### src/rtl/handshake_pkg.sv
// handshake_pkg: shared constants and the clog2 helper for handshake_fifo.
package handshake_pkg;
  localparam int def_size  = 32;
  localparam int def_depth = 4;
  function automatic int clog2(input int v);
    int r;
    for (r = 0; (1 << r) < v; r++) begin end
    return r;
  endfunction
endpackage

### src/rtl/handshake_fifo.sv
// handshake_fifo: strobe/ready FIFO with registered in_ready, almost-full and sticky drop_err.
// Optional synchronous flush port when HANDSHAKE_FIFO_FLUSH_EN is defined.
module handshake_fifo
  import handshake_pkg::*;
#(
  parameter int size        = def_size,
  parameter int depth       = def_depth,
  parameter int afull_level = 3
) (
  input  logic                        clk,
  input  logic                        rstn,
`ifdef HANDSHAKE_FIFO_FLUSH_EN
  input  logic                        flush,
`endif
  input  logic [size-1:0]             in_data,
  input  logic                        in_strobe,
  output logic                        in_ready,
  output logic                        in_afull,
  output logic [size-1:0]             out_data,
  output logic                        out_ready,
  input  logic                        out_strobe,
  output logic [clog2(depth+1)-1:0]   count,
  output logic                        drop_err
);
  localparam int aw = clog2(depth);
  localparam int cw = clog2(depth + 1);
  logic [size-1:0] mem [depth];
  logic [aw-1:0] wr_ptr, rd_ptr;
  logic [cw-1:0] count_next;
  logic push, pop;
  assign push       = in_strobe && in_ready;
  assign pop        = out_strobe && out_ready;
  assign count_next = count + cw'(push) - cw'(pop);
  assign in_afull   = count >= cw'(afull_level);
  assign out_data   = mem[rd_ptr];
  // storage is deliberately left out of reset
  always_ff @(posedge clk)
    if (push) mem[wr_ptr] <= in_data;
  always_ff @(posedge clk or negedge rstn)
    if (!rstn) begin
      count     <= '0;
      wr_ptr    <= '0;
      rd_ptr    <= '0;
      in_ready  <= 1'b0;
      out_ready <= 1'b0;
      drop_err  <= 1'b0;
    end
`ifdef HANDSHAKE_FIFO_FLUSH_EN
    else if (flush) begin
      count     <= '0;
      wr_ptr    <= '0;
      rd_ptr    <= '0;
      in_ready  <= 1'b1;
      out_ready <= 1'b0;
      drop_err  <= 1'b0;
    end
`endif
    else begin
      if (push) wr_ptr <= wr_ptr + aw'(1);
      if (pop) rd_ptr <= rd_ptr + aw'(1);
      count     <= count_next;
      in_ready  <= count_next < cw'(depth);
      out_ready <= count_next != '0;
      if (in_strobe && !in_ready) drop_err <= 1'b1;
    end
endmodule

### config.mk
export PLATFORM = sky130hd
export DESIGN_NAME = handshake_fifo
export DESIGN_NICKNAME = d
export VERILOG_FILES = /design/src/rtl/handshake_pkg.sv /design/src/rtl/handshake_fifo.sv
export SDC_FILE = /design/constraint.sdc
export NUM_CORES = 1
export LEC_CHECK = 0
export CORE_MARGIN = 2
export CORE_UTILIZATION = 48
export CTS_CLUSTER_SIZE = 14
export DETAILED_ROUTE_END_ITERATION = 10
export HOLD_SLACK_MARGIN = 0.03
export PLACE_DENSITY = 0.76
export SLEW_MARGIN = 20
export SYNTH_ARGS = -nofsm -noshare
export SYNTH_HDL_FRONTEND = slang
export SYNTH_SLANG_ARGS = --single-unit
### constraint.sdc
create_clock -name clk -period 2.1 [get_ports clk]
set_clock_uncertainty 0.05 [all_clocks]
set_input_delay 0.42 -clock clk [delete_from_list [all_inputs] [get_ports clk]]
set_output_delay 0.42 -clock clk [all_outputs]
set_load 0.01 [all_outputs]
==> results.py <==
metrics = {
    "placement": {
        "dp_slack_ns": -0.465,
        "hpwl_um": 5720,
        "dp_cells": 432,
        "gp_congestion": 0.752,
        "portBuffers": 74,
    },
    "global_routing": {
        "grt_max_degree": 28,
        "grt_use_total": 0.172,
        "antenna_found_initial": 0,
        "grt-ovfl-total": 0,
        "grt_pass1_wl_um": 14300,
        "grt_pass1_vias": 2713,
    },
    "route": {
        "drt_pass1_iterations": 4,
        "initialDrtViolationCount": 136,
        "wire_per_inst_um": 19.7,
        "detail-route-antenna-nets": 0,
        "via_count": 2478,
        "via_per_inst": 5.26,
        "drt-total-wl_um": 9260,
        "post-route-drc-count": 0,
    },
    "timing": {
        "fin_hold_ws_ns": 0.175,
        "maxSlewViolCount": 0,
        "tns_ns": -5.98,
        "tightest_slew_ns": 0.456,
        "setup_viol": 32,
        "rsz0062_at_grt": "yes",
        "fin_crit_ns": 2.34,
        "slew_headroom": 0.695,
        "finalHoldViolCount": 0,
        "fmax_ghz": 0.426,
        "setup_ws_ns": -0.245,
        "post-route-period-util": 1.12,
    },
    "synth": {
        "synth_compound_area_frac": 0.00242,
        "synth_fa_ha_area_frac": 0.0208,
        "synth-simple-area-share": 0.00969,
        "syn-instance-count": 210,
        "synthMuxAreaShare": 0.145,
        "synth_warnings": 0,
        "yosysSeqAreaShare": 0.792,
        "synth_cell_types": 21,
        "yosys.area_share.xor_xnor": 0.00678,
        "synth_top_family_by_area": "multiplexers",
        "synth_seq_cells": 138,
        "synth_area_mm2": 0.00517,
        "synth_area_leaders": "edfxtp_1 (74%), mux4_2 (12%), dfrtp_1 (4.8%), mux4_1 (2.0%), ha_1 (1.7%)",
        "yosysTopAreaCell": "edfxtp_1",
        "synth_nets": 254,
        "syn_area_per_cell_um2": 24.6,
        "yosysTopAreaCellShare": 0.744,
    },
    "floorplan": {
        "die-area_mm2": 0.0116,
        "initial_utilization": 0.498,
        "die_y_um": 108,
        "core.rowCount": 37,
        "ioPinCount": 75,
        "die_w_um": 108,
        "placeableCoreArea_mm2": 0.0104,
    },
    "setup_path": {
        "crit_required_ns": 1.63,
        "crit_chain": "buf_12, buf_8, buf_12, mux4_2, buf_2",
        "worstSetupPathType": "flip-flop to output port",
        "worstSetupStartpointType": "flip-flop",
        "cp.arrival_ns": 1.87,
        "crit_slowest_cell": "dfrtp_2",
        "cpPeakStageDelay_ns": 0.43,
        "cp_max_fo": 5,
        "path_common_cell": "buf_12",
        "cp-end-kind": "output port",
    },
    "power_and_ir_drop": {
        "p_leak_nw": 2.41,
        "powerDensity_mw_per_mm2": 1420,
        "vdd_drop_max_uv": 853,
    },
    "job": {
        "maxCapViolCount": 0,
    },
    "cts": {
        "cts_root_buf": "clkbuf_8",
        "htreeDepth": 4,
        "cts.sinks": 138,
        "cts_max_path_buffers": 2,
        "clkTransAtPathRegs_ns": 0.06,
        "numCtsBuffers": 17,
        "clk_latency_ns": 0.51,
        "cts_tree": "built",
    },
    "layout": {
        "antenna_cells": 0,
        "nets": 367,
        "synthToLayoutAreaGrowth_pct": 32.8,
        "drive_gt1_frac": 0.385,
        "stdcell_count": 471,
    },
    "outcome": {
        "violations": "setup timing",
        "status": "finished, violations left",
    },
    "hold_path": {
        "hold_path_class": "input port to asynchronous set/reset pin",
    },
}
## routing by layer
layer | share of wire | up-vias | track usage
met1 | 0.43 | 1301 | 0.219
met5 | 0 | - | 0
li1 | - | 1104 | -
met3 | 0.047 | 8 | 0.0575
met2 | 0.52 | 65 | 0.283
met4 | 0.0067 | 0 | 0.0495
## power by group
| group | switching (mW) | internal, mW |
|---|---|---|
| logic | 1.45 | 1.94 |
| registers | 0.147 | 3.49 |
| clock network | 1.06 | 1.67 |
## worst paths after layout
| kind | slack [ns] | start | end | cells after the start |
|---|---|---|---|---|
| max in group asynchronous | 1.47 | rstn | rd_ptr[1] | 1 |
| max reg2reg | 0.09 | out_ready | out_ready | 6 |
| min in group clk | 0.42 | drop_err | drop_err | 1 |
| min reg2reg | 0.42 | drop_err | drop_err | 1 |
| min | 0.17 | rstn | count[0] | 1 |
| max | -0.24 | rd_ptr[0] | out_data[31] | 5 |
## sequential cells by signal, indices dropped and copies added, names as in the netlist
signal	flops
out_ready	1
count	3
mem	128
in_ready	1
rd_ptr	2
drop_err	1
wr_ptr	2
## placed cells by master (no fill, tap or decap), types with 2 or more instances in the layout
cell             Yosys  routed
edfxtp_1           128     128
clkdlybuf4s50_1      0      41
mux4_2              28      32
buf_6                1      24
clkbuf_16            0      16
buf_4                0      14
buf_2                3      10
buf_12               3       9
inv_1                8       8
dfrtp_1             10       8
ha_1                 7       6
and3_2               0       4
clkinvlp_4           0       4
clkinv_2             0       3
buf_8                0       3
xor2_1               2       2
nand2_1              2       2
xnor2_1              2       2
clkinv_4             0       2
clkinv_1             0       2
bufinv_16            0       2
dfrtp_2              0       2
## cell families (layout without fill, tap and decap cells)
group / Yosys count / count (layout)
flops: 138 / 138
mux: 33 / 33
buf+inv: 16 / 141
simple gates: 9 / 9
fa+ha+maj: 8 / 8
xor+xnor: 4 / 4
compound gates: 2 / 2
## synthesized netlist by cell type (all sizes together)
cell type and count:
ha 7, nand3 1, dfrtp 10, xnor2 2, nand2 2, a21o 1, buf 7, edfxtp 128
and3 4, mux4 32, xor2 2, fa 1, mux2 1, inv 8, or3 1, clkbuf 1
o21ai 1, and2 1
## repair_timing
item | 4_1_cts | 5_1_grt
gates cloned | 1 | 0
hold buffers | 0 | 0
buffers inserted | 6 | 2
hold endpoints to repair | 0 | 0
gates resized for setup | 150 | 18
endpoints found under the setup margin | 33 | 34
pin swaps | 0 | 1
## area by class of cell
type                    count  area, µm²
multi-input cells          56        947
inverters                   8       30.0
repair buffers            102       1070
well taps                 136        170
clock buffers              18        418
fillers                   700       3510
clock inverters            13        130
flip-flops and latches    138       4100
## worst max-delay path: cells and delay by family, from the launching register on
family,cells,cell delay [ns]
muxes,1,0.40
buffers and inverters,4,0.54
DFF,1,0.43
## per-stage QoR
step                      instance area, µm²   util  total power [mW]
after floorplan                         5170      -              5.35
after global placement                  6220  0.600              6.78
after detailed placement                6220  0.600              6.86
final                                   6860  0.662              9.75
after CTS                               6820  0.657              9.73
after global routing                    6860  0.662              10.2
(Power assumes the default switching activity.)
